## config.mk

```make
export PLATFORM = sky130hd
export DESIGN_NAME = bird_motion
export DESIGN_NICKNAME = d
export VERILOG_FILES = /design/src/rtl/duck_pkg.sv /design/src/rtl/bird_lfsr.sv /design/src/rtl/bird_motion.sv
export SDC_FILE = /design/constraint.sdc
export NUM_CORES = 1
export LEC_CHECK = 0
export CAP_MARGIN = 25
export CELL_PAD_IN_SITES_DETAIL_PLACEMENT = 1
export CELL_PAD_IN_SITES_GLOBAL_PLACEMENT = 1
export CORE_ASPECT_RATIO = 1.75
export CORE_MARGIN = 1.5
export CORE_UTILIZATION = 46
export DETAILED_ROUTE_END_ITERATION = 10
export PLACE_DENSITY_LB_ADDON = 0.1
export SLEW_MARGIN = 40
export SYNTH_ARGS = -nofsm -noshare
export SYNTH_HDL_FRONTEND = slang
export SYNTH_SLANG_ARGS = --single-unit
export TNS_END_PERCENT = 5
```

## constraint.sdc

```tcl
create_clock -name clk -period 4.21 [get_ports clk]
set_input_delay 1.0525 -clock clk [delete_from_list [all_inputs] [get_ports clk]]
set_output_delay 1.0525 -clock clk [all_outputs]
set_load 0.05 [all_outputs]
```

## src/rtl/duck_pkg.sv

```systemverilog
// Shared screen geometry, timing constants and motion-state encoding for the
// bird sprite, plus small pure helpers used by the motion and LFSR blocks.
package duck_pkg;

    localparam logic [7:0] SCREEN_W    = 8'd160;
    localparam logic [7:0] HITBOX_W    = 8'd14;
    localparam logic [7:0] HITBOX_H    = 8'd9;
    localparam logic [7:0] X_MAX       = SCREEN_W - HITBOX_W;
    localparam logic [7:0] GROUND_Y    = 8'd100;
    localparam logic [7:0] ROAM_TOP    = 8'd8;
    localparam logic [7:0] ROAM_BOTTOM = 8'd80;
    localparam logic [7:0] FALL_STEP   = 8'd2;
    localparam logic [7:0] SPAWN_WRAP  = 8'd128;
    localparam logic [4:0] HIT_TICKS   = 5'd16;
    localparam logic [7:0] LFSR_SEED   = 8'hA5;

    typedef enum logic [2:0] {
        S_IDLE   = 3'd0,
        S_FLY_IN = 3'd1,
        S_ROAM   = 3'd2,
        S_HIT    = 3'd3,
        S_FALL   = 3'd4,
        S_ESCAPE = 3'd5
    } motion_state_e;

    // Fold random values past the right edge back onto the screen.
    function automatic logic [7:0] spawn_x(input logic [7:0] rnd);
        if (rnd > X_MAX) begin
            return rnd - SPAWN_WRAP;
        end else begin
            return rnd;
        end
    endfunction

    // Fibonacci step for x^8 + x^6 + x^5 + x^4 + 1 (taps at bits 7,5,4,3).
    function automatic logic [7:0] lfsr_next(input logic [7:0] cur);
        return {cur[6:0], cur[7] ^ cur[5] ^ cur[4] ^ cur[3]};
    endfunction

endpackage

```

## src/rtl/bird_lfsr.sv

```systemverilog
// Free-running 8-bit maximal-length LFSR used to pick spawn X and direction.
module bird_lfsr
    import duck_pkg::*;
(
    input  logic       clk,
    input  logic       reset,
    output logic [7:0] value
);

    logic [7:0] lfsr_q;
    logic [7:0] lfsr_d;

    // Next value; the all-zero lock-up state is steered back to the seed.
    always_comb begin
        lfsr_d = lfsr_next(lfsr_q);
        if (lfsr_d == 8'd0) begin
            lfsr_d = LFSR_SEED;
        end else begin
            lfsr_d = lfsr_d;
        end
    end

    // Advance once per clock; reset loads the fixed seed.
    always_ff @(posedge clk) begin
        if (reset) begin
            lfsr_q <= LFSR_SEED;
        end else begin
            lfsr_q <= lfsr_d;
        end
    end

    assign value = lfsr_q;

endmodule

```

## src/rtl/bird_motion.sv

```systemverilog
// Bird motion controller: spawn, fly-in, bouncing roam, hit/fall and escape.
module bird_motion
    import duck_pkg::*;
(
    input  logic       clk,
    input  logic       reset,
    input  logic       start,
    input  logic       tick,
    input  logic       isShot,
    input  logic       escape,
    output logic [7:0] XBird,
    output logic [7:0] YBird,
    output logic       fly,
    output logic       fall,
    output logic       visible,
    output logic       birdDown,
    output logic       birdGone
);

    motion_state_e state_q;
    logic [7:0]    x_q, y_q;
    logic          dir_x_q;      // 1 = moving right
    logic          dir_up_q;     // 1 = moving up (Y decreasing)
    logic [4:0]    hit_cnt_q;
    logic          bird_down_q, bird_gone_q;
    logic [7:0]    lfsr_value;

    logic [7:0]    roam_x_d, roam_y_d, fall_y_d;
    logic          roam_dir_x_d, roam_dir_up_d;

    bird_lfsr u_lfsr (
        .clk   (clk),
        .reset (reset),
        .value (lfsr_value)
    );

    // One roam step: edges are tested before moving so a bounce never wraps.
    always_comb begin
        roam_x_d      = x_q;
        roam_dir_x_d  = dir_x_q;
        roam_y_d      = y_q;
        roam_dir_up_d = dir_up_q;
        if (dir_x_q) begin
            if (x_q >= X_MAX) roam_dir_x_d = 1'b0;
            else              roam_x_d     = x_q + 8'd1;
        end else begin
            if (x_q == 8'd0)  roam_dir_x_d = 1'b1;
            else              roam_x_d     = x_q - 8'd1;
        end
        if (dir_up_q) begin
            if (y_q <= ROAM_TOP)    roam_dir_up_d = 1'b0;
            else                    roam_y_d      = y_q - 8'd1;
        end else begin
            if (y_q >= ROAM_BOTTOM) roam_dir_up_d = 1'b1;
            else                    roam_y_d      = y_q + 8'd1;
        end
    end

    // Falling step saturates at the ground line.
    always_comb begin
        if (y_q >= (GROUND_Y - FALL_STEP)) begin
            fall_y_d = GROUND_Y;
        end else begin
            fall_y_d = y_q + FALL_STEP;
        end
    end

    // Motion state machine with position, direction, hit timer and pulses.
    always_ff @(posedge clk) begin
        if (reset) begin
            state_q     <= S_IDLE;
            x_q         <= 8'd0;
            y_q         <= GROUND_Y;
            dir_x_q     <= 1'b0;
            dir_up_q    <= 1'b1;
            hit_cnt_q   <= 5'd0;
            bird_down_q <= 1'b0;
            bird_gone_q <= 1'b0;
        end else begin
            bird_down_q <= 1'b0;
            bird_gone_q <= 1'b0;
            case (state_q)
                S_IDLE: begin
                    if (start) begin
                        state_q  <= S_FLY_IN;
                        x_q      <= spawn_x(lfsr_value);
                        y_q      <= GROUND_Y;
                        dir_x_q  <= lfsr_value[0];
                        dir_up_q <= 1'b1;
                    end
                end
                S_FLY_IN: begin
                    if (escape) begin
                        state_q <= S_ESCAPE;
                    end else if (tick) begin
                        y_q <= y_q - 8'd1;
                        if ((y_q - 8'd1) <= ROAM_BOTTOM) state_q <= S_ROAM;
                    end
                end
                S_ROAM: begin
                    if (isShot) begin
                        state_q   <= S_HIT;
                        hit_cnt_q <= 5'd0;
                    end else if (escape) begin
                        state_q <= S_ESCAPE;
                    end else if (tick) begin
                        x_q      <= roam_x_d;
                        y_q      <= roam_y_d;
                        dir_x_q  <= roam_dir_x_d;
                        dir_up_q <= roam_dir_up_d;
                    end
                end
                S_HIT: begin
                    if (tick) begin
                        hit_cnt_q <= hit_cnt_q + 5'd1;
                        if ((hit_cnt_q + 5'd1) == HIT_TICKS) state_q <= S_FALL;
                    end
                end
                S_FALL: begin
                    if (tick) begin
                        y_q <= fall_y_d;
                        if (fall_y_d == GROUND_Y) begin
                            bird_down_q <= 1'b1;
                            state_q     <= S_IDLE;
                        end
                    end
                end
                S_ESCAPE: begin
                    if (tick) begin
                        if (y_q == 8'd0) begin
                            bird_gone_q <= 1'b1;
                            state_q     <= S_IDLE;
                        end else begin
                            y_q <= y_q - 8'd1;
                        end
                    end
                end
                default: begin
                    state_q <= S_IDLE;
                end
            endcase
        end
    end

    assign XBird    = x_q;
    assign YBird    = y_q;
    assign birdDown = bird_down_q;
    assign birdGone = bird_gone_q;
    assign fly      = (state_q == S_FLY_IN) || (state_q == S_ESCAPE);
    assign fall     = (state_q == S_HIT) || (state_q == S_FALL);
    assign visible  = (state_q != S_IDLE);

endmodule

```

==> flow_summary_export.csv, run 1 <==
group,metric,value,unit
outcome,status,"completed",
detailed_routing,dr.pass1.iters,4,
worst_hold_path,worstHoldPathType,"reg -> reg",
worst_setup_path,reg2reg_depth,8,
synthesis,synth_nets,376,
synthesis,ys_seq_area_frac,0.259,
clock_tree,cts_num_sinks,36,
clock_tree,cts_tree,"done",
detailed_routing,viasPerCell,6.25,
finish,drive_gt1_frac,0.0643,
global_route,grt_pass1_wl,14.4,mm
finish,fin_nets,394,
floorplan,die_x,61.8,um
worst_setup_path,critPathMaxStageDelay,0.80,ns
finish,synthToLayoutAreaGrowth,13.9,%
floorplan,die_y,106,um
synthesis,synth_edf_count,0,
detailed_routing,wl,8.83,mm
clock_tree,cts_resized,0,
clock_tree,postCtsSetupRepairBufs,0,
global_route,grt_max_degree,24,
sta,rsz0062_at_grt,"false",
placement,gp_congestion,0.823,
clock_tree,clk_path_buf_depth,2,
worst_setup_path,crit_path_max_fanout,13,
floorplan,ios,27,
sta,setup_tns,0,ns
sta,period_needed,3.45,ns
worst_setup_path,crit_path_cell_trace,"inv_1 > nand2_2 > clkinv_1 > clkdlybuf4s50_1",
sta,relSlewSlack,0.494,
floorplan,num_rows,37,
synthesis,synth_area,0.00278,sq mm
clock_tree,insertion_delay,0.30,ns
detailed_routing,drtAntennaViolNets,0,
sta,final.hold.worst_slack,0.491,ns
synthesis,synth_flop_cell,"dfxtp_1",
detailed_routing,post-route-drc-count,0,
worst_setup_path,crit_slowest_cell,"clkdlybuf4s50_1",
worst_hold_path,hp-start,"u_lfsr.value[2]",
placement,place_area,0.00308,sq mm
synthesis,synthArstFlopShare,0,
floorplan,die-area,0.00654,sq mm
sta,report.final.setup_viol,0,
synthesis,post_synth_main_area_contributors,"dfxtp_1, ha_1, nand2_1, xnor2_1, a21oi_1",
synthesis,synth.distinct_cells,65,
placement,io_buffers,26,
worst_setup_path,rr_startpoint,"YBird[1]",
floorplan,start_util,0.473,
global_route,track_usage,0.294,
detailed_routing,vias,2818,
worst_setup_path,crit_type,"reg -> out",
worst_setup_path,cp.arrival,2.40,ns
clock_tree,cts_buffers,5,
global_route,antenna_found_initial,0,
worst_setup_path,cp-start-kind,"flip-flop",
sta,hold_violations,0,
power,total_power,2370,uW
power,p_leak,0.00118,uW
power,p_per_area,748,mW/mm^2
power,vdd_drop_max,0.445,mV
synthesis,yosysTopAreaCell,"dfxtp_1",
worst_setup_path,cp-end-kind,"primary output",
detailed_routing,first_iter_violations,149,
synthesis,yosysTopAreaCellShare,0.259,
sta,fmax,290,MHz
worst_setup_path,r2r-end,"state_q[2]",
clock_tree,cts-root-buf,"clkbuf_8",
finish,fin_area,0.00317,sq mm
synthesis,ys_ff_latch,36,
worst_setup_path,reg2reg_slack,1.21,ns
sta,fin_ws,0.758,ns
flow_run,maxCapViolCount,0,
sta,fin_crit_sh,0.820,
synthesis,avgSynthCellArea,7.85,sq um
sta,finalClockSkew,0.00857,ns
placement,post-place-ws,0.702,ns
finish,diodes,0,
detailed_routing,wl_per_cell,19.6,um
synthesis,synth_cells,354,
sta,drv_slew,0,
global_route,overflow,0,
clock_tree,cts_max_level,2,
worst_hold_path,hold_end,"u_lfsr.value[3]",
clock_tree,cts-hold-fix-buffers,0,
worst_setup_path,cp-startpoint,"state_q[1]",
worst_hold_path,hold_path_depth,1,
placement,dp_hpwl,6.65,mm
clock_tree,clkTransAtPathRegs,0.08,ns
floorplan,coreArea,0.00588,sq mm
global_route,grt_pass1_vias,2943,
synthesis,ys_warn_count,0,
sta,worst_pin_slew,0.756,ns
worst_setup_path,cp_data_required_time,3.16,ns
==> synth_stat cells, drive strengths merged (5+ instances only) <==
cell type / number
xnor2: 14
buf: 9
clkbuf: 12
a311oi: 6
nor2: 26
a21oi: 24
o21ai: 16
a32oi: 6
nor3: 11
nor2b: 8
ha: 15
nor4: 5
inv: 15
nand3: 10
xor2: 5
a211oi: 10
nand2: 37
nand2b: 9
mux2i: 5
dfxtp: 36
a31oi: 6
==> cell families after synthesis <==
family                     after synthesis  synth area share
AOI/OAI and AO/OA                      109             0.276
xor gates and xnor gates                19            0.0599
adders and majority gates               16            0.0747
buffers and inverters                   37            0.0603
DFF                                     36             0.259
muxes                                    7            0.0275
and+or+nand+nor                        130             0.242
==> routing by layer <==
layer | wire, um | track usage | vias to the layer above
met5 | 0 | 0 | -
met4 | 413 | 0.173 | 0
met3 | 213 | 0.0393 | 28
met2 | 4830 | 0.510 | 57
met1 | 3380 | 0.318 | 1386
li1 | - | - | 1347
==> flip-flops by register name, summed over array words and instances, names as in the netlist <==
name          count
dir_up_q          1
birdGone          1
XBird             8
YBird             8
state_q           3
hit_cnt_q         5
dir_x_q           1
birdDown          1
u_lfsr.value      8
==> metrics by stage <==
| stage | util | instances |
|---|---|---|
| floorplan | - | 354 |
| global placement | 0.523 | 443 |
| detailed placement | 0.523 | 443 |
| CTS | 0.538 | 451 |
| global route | 0.539 | 451 |
| finish | 0.539 | 451 |
==> cell type report <==
class                      count  area [sq um]
sequential                    36           722
clock buffer                   8          90.1
inverter                      16          60.1
timing repair buffer          32           305
fill                         745          2710
tap                           78          97.6
multi-input combinational    281          1890
==> report_power, final <==
part | total [uW] | internal (uW) | switching (uW)
combinational | 1530 | 586 | 942
clock | 263 | 134 | 129
sequential | 579 | 418 | 160
==> worst max-delay path by stage <==
stage            endpoint  slack (ns)
2_1_floorplan  state_q[2]        1.33
3_3_place_gp     YBird[1]        0.76
3_5_place_dp     YBird[1]        0.70
4_1_cts               fly        0.75
5_1_grt               fly        0.61
6_report              fly        0.76
==> critical path: cells and delay by family (launching register included) <==
family / cells / cell delay, ns
buffers and inverters: 3 / 1.31
flip-flops: 1 / 0.56
AND/OR/NAND/NOR: 1 / 0.23
==> cell usage in the layout, fill, tap and decap left out, types with 4 or more instances in the layout <==
master	Yosys	routed
nand2_1	36	36
dfxtp_1	36	35
nor2_1	26	26
clkdlybuf4s50_1	0	26
a21oi_1	24	24
o21ai_0	16	16
inv_1	15	15
ha_1	15	15
xnor2_1	14	14
nor3_1	11	11
nand3_1	10	10
a211oi_1	10	10
nand2b_1	9	9
nor2b_1	8	8
a31oi_1	6	6
a32oi_1	6	6
a311oi_1	6	6
clkbuf_8	0	6
buf_4	5	6
xor2_1	5	5
nor4_1	5	5
mux2i_1	5	5
o22ai_1	4	4
a2111oi_0	4	4
nor3b_1	4	4
and3_1	4	4
a21o_1	4	4
Power figures use the tool's default switching activity.
==> inputs of run 2 (changes only) <==
--- a/config.mk
+++ b/config.mk
@@ -10,7 +10,7 @@
 export CELL_PAD_IN_SITES_GLOBAL_PLACEMENT = 1
 export CORE_ASPECT_RATIO = 1.75
 export CORE_MARGIN = 1.5
-export CORE_UTILIZATION = 46
+export CORE_UTILIZATION = 43
 export DETAILED_ROUTE_END_ITERATION = 10
 export PLACE_DENSITY_LB_ADDON = 0.1
 export SLEW_MARGIN = 40
==> constraint.sdc (replaced) <==
create_clock -name clk -period 3.24 [get_ports clk]
set_input_delay 0.81 -clock clk [delete_from_list [all_inputs] [get_ports clk]]
set_output_delay 0.81 -clock clk [all_outputs]
set_load 0.05 [all_outputs]
==> run 2 against run 1 <==
  * Via count increased by 1.5%
  * Count of clock-buffer cells in the layout decreased by 2
  * Die area increased by 6.7%
  * Critical endpoint is now fall
  * Largest cell class unchanged
==> flow_summary_export.csv, run 2 (same netlist as run 1, synthesis figures left out) <==
group,metric,value,unit
clock_tree,cts_max_level,2,
power,total_power,3260,uW
global_route,grt_max_degree,25,
floorplan,start_util,0.446,
worst_setup_path,cp-end-kind,"primary output",
finish,fin_nets,410,
sta,relSlewSlack,0.525,
power,p_per_area,983,mW/mm^2
finish,n_fill_cell,782,
flow_run,maxCapViolCount,0,
floorplan,die_y,109,um
detailed_routing,wl_per_cell,19.2,um
placement,dp_hpwl,6.82,mm
finish,fin_area,0.00331,sq mm
sta,rsz0062_at_grt,"false",
power,vdd_drop_max,0.614,mV
detailed_routing,wl,9.01,mm
clock_tree,cts_buffers,5,
detailed_routing,dr.pass1.iters,4,
sta,drv_slew,0,
global_route,antenna_found_initial,0,
sta,fmax,322,MHz
global_route,grt_pass1_vias,2978,
sta,worst_pin_slew,0.707,ns
clock_tree,cts-hold-fix-buffers,0,
sta,fin_crit_sh,0.957,
sta,period_needed,3.10,ns
worst_setup_path,cp_data_required_time,2.43,ns
clock_tree,cts_num_sinks,36,
outcome,status,"completed",
sta,finalClockSkew,0.00787,ns
placement,place_area,0.00320,sq mm
finish,layout_common_cells,"dfxtp_1, nand2_1, nor2_1, clkdlybuf4s50_1, a21oi_1",
worst_setup_path,crit_path_max_fanout,13,
floorplan,ios,27,
finish,drive_gt1_frac,0.105,
clock_tree,clk_path_buf_depth,2,
clock_tree,clkTransAtPathRegs,0.08,ns
worst_setup_path,crit_path_cell_trace,"nor2b_1 > nand2_1 > nand2_1 > clkdlybuf4s50_1",
finish,synthToLayoutAreaGrowth,19.1,%
detailed_routing,drtAntennaViolNets,0,
sta,report.final.setup_viol,0,
floorplan,die_x,63.8,um
worst_setup_path,cp.arrival,2.29,ns
worst_setup_path,cpLargestDelayFamily,"buffers and inverters",
power,p_leak,0.00127,uW
global_route,grt_pass1_wl,14.9,mm
floorplan,coreArea,0.00623,sq mm
clock_tree,cts_resized,0,
global_route,overflow,0,
floorplan,die-area,0.00698,sq mm
worst_setup_path,crit_type,"reg -> out",
finish,diodes,0,
worst_setup_path,crit_top_cell,"nand2_1",
global_route,track_usage,0.274,
worst_setup_path,cp-start-kind,"flip-flop",
clock_tree,postCtsSetupRepairBufs,0,
detailed_routing,viasPerCell,6.10,
worst_setup_path,crit_slowest_cell,"clkdlybuf4s50_1",
worst_setup_path,critPathBufInv,1,
clock_tree,cts-root-buf,"clkbuf_8",
detailed_routing,first_iter_violations,134,
worst_hold_path,worstHoldPathType,"reg -> reg",
clock_tree,insertion_delay,0.30,ns
sta,final.hold.worst_slack,0.474,ns
worst_setup_path,critPathMaxStageDelay,0.80,ns
detailed_routing,post-route-drc-count,0,
sta,setup_tns,0,ns
detailed_routing,vias,2861,
floorplan,num_rows,38,
sta,hold_violations,0,
placement,io_buffers,26,
clock_tree,cts_tree,"done",
placement,gp_congestion,0.897,
## run 2: cell count changes in the layout (fill, tap and decap cells not counted), sizes merged
| cell | change |
|---|---|
| clkinv | +1 |
| clkbuf | -2 |
| buf | +16 |
| bufinv | +1 |
## run 2: final timing paths
check	start	endpoint	slack, ns	cells past startpoint
setup / recovery	state_q[1]	fall	0.14	4
hold / removal	u_lfsr.value[6]	u_lfsr.value[7]	0.47	1
setup reg to reg	YBird[2]	state_q[2]	0.40	8
hold reg to reg	u_lfsr.value[6]	u_lfsr.value[7]	0.47	1
## run 2: layout make-up
class	instances	area, sq um	area share
clock inverter	2	35.0	0.0106
multi-input combinational	281	1900	0.573
inverter	16	60.1	0.0181
tap	80	100	0.0302
clock buffer	6	72.6	0.0219
timing repair buffer	48	425	0.128
sequential	36	721	0.218
## run 2: per-stage QoR
stage,utilization,std cells,worst slack (ns)
after floorplan,-,354,0.361
after global placement,0.514,461,0.283
after detailed placement,0.514,461,0.292
after CTS,0.532,469,0.141
after global routing,0.532,469,0.0259
final,0.532,469,0.138
## run 2: per-layer routing
metal	vias to the layer above	global-route usage	part of all wire
met5	-	0	0
met4	0	0.152	0.039
met3	21	0.0338	0.028
met2	64	0.519	0.55
met1	1404	0.287	0.38
li1	1372	-	-
## run 2: where the power goes
group / internal (uW) / leakage [uW] / switching (uW)
logic: 849 / 0.000918 / 1300
clock network: 228 / 0.0000552 / 173
registers: 544 / 0.000296 / 164
